## src/rtl/tohost_monitor.sv

```systemverilog
// tohost_monitor: watches data-memory stores for the tohost
// pass/fail mailbox and the console character channel.
// Params : TOHOST_ADDR, CONSOLE_ADDR, TIMEOUT_CYCLES, CNT_W
// Inputs : sys_clk, sys_rst_n (sync, active-low),
//          mem_we[3:0], mem_addr[31:0], mem_wdata[31:0]
// Outputs: status[1:0] (0 RUN,1 PASS,2 FAIL,3 TIMEOUT),
//          done, fail_code[30:0], cycle_count[CNT_W-1:0],
//          char_valid, char_data[7:0]
// Macro  : TOHOST_MONITOR_TIMEOUT_EN compiles in the watchdog.
module tohost_monitor #(
  parameter logic [31:0] TOHOST_ADDR    = 32'h0000_1000,
  parameter logic [31:0] CONSOLE_ADDR   = 32'h0000_1004,
  parameter int unsigned TIMEOUT_CYCLES = 100000,
  parameter int unsigned CNT_W          = 32
) (
  input  logic             sys_clk,
  input  logic             sys_rst_n,
  input  logic [3:0]       mem_we,
  input  logic [31:0]      mem_addr,
  input  logic [31:0]      mem_wdata,
  output logic [1:0]       status,
  output logic             done,
  output logic [30:0]      fail_code,
  output logic [CNT_W-1:0] cycle_count,
  output logic             char_valid,
  output logic [7:0]       char_data
);

  typedef enum logic [1:0] {
    S_RUN     = 2'd0,
    S_PASS    = 2'd1,
    S_FAIL    = 2'd2,
    S_TIMEOUT = 2'd3
  } state_e;

  localparam logic [CNT_W-1:0] TO_LIM =
    CNT_W'(TIMEOUT_CYCLES);

  state_e           state_q, state_d;
  logic             done_q, done_d;
  logic [30:0]      fc_q, fc_d;
  logic [CNT_W-1:0] cnt_q, cnt_d, cnt_inc;
  logic             cv_q;
  logic [7:0]       cd_q;

  logic store, th_ev, con_ev;
  logic wd_one, wd_zero, to_hit;

  assign store   = |mem_we;
  assign th_ev   = store && (mem_addr == TOHOST_ADDR);
  assign con_ev  = store && (mem_addr == CONSOLE_ADDR);
  assign wd_one  = (mem_wdata == 32'd1);
  assign wd_zero = (mem_wdata == 32'd0);

  // Saturating increment: holds at all-ones.
  assign cnt_inc = (&cnt_q) ? cnt_q
                            : cnt_q + CNT_W'(1);

  // Timeout fires on the edge the count reaches the limit.
  assign to_hit = (cnt_inc == TO_LIM);

`ifndef TOHOST_MONITOR_TIMEOUT_EN
  logic unused_timeout;
  assign unused_timeout = to_hit;
`endif

  always_comb begin
    state_d = state_q;
    fc_d    = fc_q;
    cnt_d   = cnt_q;
    if (state_q == S_RUN) begin
      cnt_d = cnt_inc;
      // Mailbox write outranks the watchdog.
      if (th_ev && wd_one) begin
        state_d = S_PASS;
      end else if (th_ev && !wd_zero) begin
        state_d = S_FAIL;
        fc_d    = mem_wdata[31:1];
      end
`ifdef TOHOST_MONITOR_TIMEOUT_EN
      else if (to_hit) begin
        state_d = S_TIMEOUT;
      end
`endif
    end
    done_d = (state_d != S_RUN);
  end

  always_ff @(posedge sys_clk) begin
    if (!sys_rst_n) begin
      state_q <= S_RUN;
      done_q  <= 1'b0;
      fc_q    <= '0;
      cnt_q   <= '0;
      cv_q    <= 1'b0;
      cd_q    <= '0;
    end else begin
      state_q <= state_d;
      done_q  <= done_d;
      fc_q    <= fc_d;
      cnt_q   <= cnt_d;
      cv_q    <= con_ev;
      if (con_ev) begin
        cd_q <= mem_wdata[7:0];
      end
    end
  end

  assign status      = state_q;
  assign done        = done_q;
  assign fail_code   = fc_q;
  assign cycle_count = cnt_q;
  assign char_valid  = cv_q;
  assign char_data   = cd_q;

endmodule

```

## config.mk

```make
export PLATFORM = sky130hd
export DESIGN_NAME = tohost_monitor
export DESIGN_NICKNAME = d
export VERILOG_FILES = /design/src/rtl/tohost_monitor.sv
export SDC_FILE = /design/constraint.sdc
export NUM_CORES = 1
export LEC_CHECK = 0
export CORE_MARGIN = 5
export CORE_UTILIZATION = 43
export CTS_CLUSTER_SIZE = 8
export DETAILED_ROUTE_END_ITERATION = 10
export PLACE_DENSITY = 0.81
export SLEW_MARGIN = 0
export SYNTH_ARGS = -nofsm -noshare
export SYNTH_HDL_FRONTEND = slang
export SYNTH_SLANG_ARGS = --single-unit
export TNS_END_PERCENT = 1
```

## constraint.sdc

```tcl
create_clock -name sys_clk -period 2.6 [get_ports sys_clk]
set_input_delay 0.52 -clock sys_clk [delete_from_list [all_inputs] [get_ports sys_clk]]
set_output_delay 0.52 -clock sys_clk [all_outputs]
set_load 0.05 [all_outputs]
```

* After elaboration in Yosys (flattened, before gate mapping)
Cells that the tools add are included.
Word-level totals: register bits 75, logic and storage cells 27
Cells by class: $add $sub $neg 1, equal/unequal tests 3, mux-type cells 3, bitwise gates (word level) 2, reductions and logical operators 12
Operators by type and width (number):
- 32-bit by 13-bit == test with 1-bit output, second input constant | 2
- 32-bit by 1-bit adder with 32-bit output, second input constant | 1
- 32-bit by 1-bit == test with 1-bit output, second input constant | 1
- 32-bit logical NOT | 1
- 32-bit AND reduction | 1
- 2-bit two-way mux | 3
- 1-bit logical AND | 4
- 4-bit OR reduction | 1
- 3-bit AND reduction | 1
- 2-bit logical NOT | 1
- 1-bit NOT | 2
- 2-bit AND reduction | 1
- 2-bit nonzero test | 1
- 1-bit logical NOT | 1

* Depth between registers and ports, before layout
depth after elaboration 7, gate-level depth with buffers 7

* Least setup slack after synthesis
OpenSTA, ideal clock, no wires.
path type register to register, start point register cnt_q[2], in the netlist cycle_count[2], end point register cnt_q[22], in the netlist cycle_count[22], library setup time 0.070 ns, data arrival time 2.142 ns, path slack 0.388 ns, cell stages (with the launch flop) 7, cells stage by stage dfxtp_1 > and4_4 > nand4_4 > a2111o_1 > buf_6 > or3_1 > a21oi_1
Between the ends: word-level cells in the longest chain between the ends 3, elaborated cells on any way between the ends 4
RTL lines:
- start, declared | RTL line 42 | logic [CNT_W-1:0] cnt_q, cnt_d, cnt_inc;
- start signal, assigned | RTL line 101 | cnt_q <= cnt_d;
- parallel branches: the longest is 3 deep, another holds 32-bit by 1-bit adder with 32-bit output
Several ways; the timed one is not identified. A chain may end at the register's enable or synchronous reset.

* Final worst setup path
start point input mem_addr[5], end point register fc_q[1], in the netlist fail_code[1]
Between the ends: word-level cells in the longest chain between the ends 5, elaborated cells on any way between the ends 6
RTL lines:
- start, declared | RTL line 19 | input logic [31:0] mem_addr,
- 32-bit by 13-bit == test with 1-bit output (*) | RTL line 50 | assign th_ev = store && (mem_addr == TOHOST_ADDR);
- 1-bit logical AND (*) | RTL line 50
- 1-bit logical AND | RTL line 74 | if (th_ev && wd_one) begin
- 1-bit NOT (no line)
- 3-bit AND reduction (no line) (*)
- end signal, assigned | RTL line 93 | fc_q <= '0;
- end signal, assigned | RTL line 100 | fc_q <= fc_d;
- end, declared | RTL line 41 | logic [30:0] fc_q, fc_d;
Every way passes the cells marked *; elsewhere a longest branch is shown, timed or not.

==> reports/metrics.yaml <==
cts_setup_buffers: 0
cts_tree: "done"
timing.fmax_mhz: 440
grt-ovfl-total: 0
grt_max_degree: 70
relSlewSlack: 0.592
syn_nets: 473
layout_worst_path_cycle_share: 0.874
synth_adder_area_share: 0.00361
fin_nets: 617
yosys_register_bits: 75
syn-cell-area_um2: 3470
layout.cells.most_common: "clkdlybuf4s50_1"
criticalPathCategory: "input pin to flop"
status: "finished, final reports clean"
synth-xor-area-share: 0.00758
die_y_um: 99.8
cts_root_buf: "clkbuf_8"
p_per_area_nw_per_um2: 443
clkLatencyLatePin_ns: 0.35
crit_slowest_cell: "or4_4"
routed_via_density: 5.36
initial_core_util: 0.444
cts_resized: 0
syn2layout_area_growth_pct: 50.4
power_leakage_nw: 1.71
first_pass_iters: 4
slowest_delay_ns: 0.54
met3_usage: 0.0869
synthMuxAreaShare: 0.118
slew_viol_final: 0
setup_violations: 0
synth_compound_area_frac: 0.106
critical_path.startpoint_type: "input pin"
synth-simple-area-share: 0.288
ir_worst_vdd_mv: 0.271
synthCells: 402
grtUsageMet1: 0.228
die-area_um2: 9960
cp_data_arrival_time_ns: 2.55
first_global_vias: 3563
htree_levels: 3
drt_wl_total_um: 10100
rsz0062_at_grt: "false"
worstPathRequired_ns: 2.88
fp-row-count: 32
place_congestion: 0.807
use_met2: 0.340
vias: 3503
final_hold_viol_count: 0
clock-sinks: 75
final_cell_mix: "143 x clkdlybuf4s50_1, 84 x nand2_1, 75 x dfxtp_1, 41 x mux2i_1, 26 x a21oi_1"
numPortBuffers: 144
grt-busiest-layer: "met2"
crit_family: "simple AND/OR/NAND/NOR gates"
drive_gt1_frac: 0.0635
core_um2: 7810
dpl.cell_count: 637
grt_pass1_wl_um: 16400
end_kind: "flop"
drt_iter0_markers: 122
clockBufferDepth: 2
fin_crit_ns: 2.27
clk_pin_slew_worst_paths_ns: 0.08
antenna_left: 0
synth-seq-area-share: 0.433
hold_path_class: "flop to flop"
antenna_found_initial: 0
worst_pin_slew_ns: 0.612
route.detailed.drc: 0
dieWidth_um: 99.8
fin_skew_ns: 0.00885
avgRoutedWirePerCell_um: 15.5
diodes: 0
drv_cap: 0
path_buf_inv: 2
ctsHoldBuffers: 0
path_cells: "clkdlybuf4s50_1 > nor4_1 > nand4_1 > or4_4 > nor2_4 > buf_4 > mux2i_1"
cts_buffers: 9
total_power_mw: 2.31
io-pin-count: 145
dp_hpwl_um: 7700
synth_top_family_by_area: "simple AND/OR/NAND/NOR gates"
synth_cell_types: 39
syn_avg_cell_area_um2: 8.63
worstPathMaxFanout: 9
ys.warnings.count: 0
grtUsageTotal: 0.202
final_cells: 653
[path summary, 6_finish.rpt]
check	startpoint	end	slack (ns)	depth (start not counted)
max reg2reg	cycle_count[18]$_SDFFE_PN0P_	cycle_count[19]$_SDFFE_PN0P_	0.49	5
min reg2reg	fail_code[2]$_SDFFE_PN0P_	fail_code[2]$_SDFFE_PN0P_	0.46	2
max	mem_addr[5]	fail_code[1]$_SDFFE_PN0P_	0.33	7
min	fail_code[2]$_SDFFE_PN0P_	fail_code[2]$_SDFFE_PN0P_	0.46	2
[per-layer routing]
layer / vias to the layer above / wire length (µm)
met3: 18 / 970
met4: 0 / 214
met1: 1602 / 3950
li1: 1734 / -
met2: 149 / 4960
met5: - / 0
[cells in the mapped netlist]
cell type / count / share of area
xor2_1: 2 / 0.0051
nor4b_1: 1 / 0.0025
o2111ai_1: 1 / 0.0025
and3_1: 4 / 0.0072
inv_1: 7 / 0.0076
or2_1: 1 / 0.0018
or4_4: 2 / 0.0065
a31oi_1: 1 / 0.0018
and4_1: 2 / 0.0051
o21a_1: 3 / 0.0065
nor2_4: 1 / 0.0032
dfxtp_1: 75 / 0.43
buf_6: 5 / 0.016
clkbuf_1: 13 / 0.014
nor3_1: 7 / 0.010
buf_4: 1 / 0.0022
a21oi_1: 26 / 0.038
nor2_1: 17 / 0.018
or4_1: 9 / 0.019
nand4_4: 2 / 0.012
o21ai_1: 5 / 0.0072
nor4_1: 16 / 0.029
and4_4: 2 / 0.0065
or3_1: 18 / 0.032
nand2_1: 84 / 0.091
buf_2: 2 / 0.0029
o31ai_4: 1 / 0.0061
nand4_1: 9 / 0.016
a2111o_1: 1 / 0.0032
o31ai_1: 7 / 0.015
o21ai_0: 15 / 0.022
mux2i_1: 41 / 0.12
xnor2_1: 1 / 0.0025
o311ai_1: 1 / 0.0025
and2_1: 4 / 0.0072
nand3_1: 11 / 0.016
o211ai_1: 1 / 0.0022
ha_1: 1 / 0.0036
nand2b_1: 2 / 0.0036
[power breakdown]
part / internal [mW] / switching (mW) / leakage [nW]
Combinational: 0.115 / 0.0865 / 1.01
Clock: 0.523 / 0.433 / 0.102
Sequential: 1.15 / 0.00436 / 0.604
[kinds of logic (layout without fill, tap and decap cells)]
| logic type | Yosys count | after routing |
|---|---|---|
| mux | 41 | 41 |
| simple gates | 192 | 192 |
| buf+inv | 28 | 177 |
| compound gates | 62 | 62 |
| xor+xnor | 3 | 3 |
| flops | 75 | 75 |
| fa+ha+maj | 1 | 1 |
[registers in the layout, indices dropped and copies added (netlist names)]
register     count
status           2
done             1
fail_code       31
char_data        8
char_valid       1
cycle_count     32
[stage by stage]
stage	cell area [µm²]	TNS [ns]	utilization	setup slack, ns	hold WS [ns]
6_report	5220	0	0.668	0.328	0.461
5_1_grt	5220	0	0.668	0.171	0.487
4_1_cts	5220	0	0.668	0.317	0.464
3_5_place_dp	5000	-0.227	0.641	-0.0376	0.448
3_3_place_gp	5000	0	0.641	0.0224	0.442
2_1_floorplan	3470	0	-	0.388	0.656
[layout make-up]
| cell class | instances | area [µm²] |
|---|---|---|
| inverters | 7 | 26.3 |
| multi-input cells | 299 | 1820 |
| flip-flops and latches | 75 | 1500 |
| repair buffers | 154 | 1520 |
| clock inverters | 3 | 45.0 |
| well taps | 102 | 128 |
| fillers | 648 | 2590 |
| clock buffers | 13 | 169 |
[worst reg2reg max path, stage by stage, from the launching register on]
cell and delay (ns):
dfxtp_1 0.47, nand4_1 0.18, or4_4 0.63, o31ai_4 0.46, or3_1 0.19, a21oi_1 0.06
Note: power is estimated with default switching activity, not from simulation.
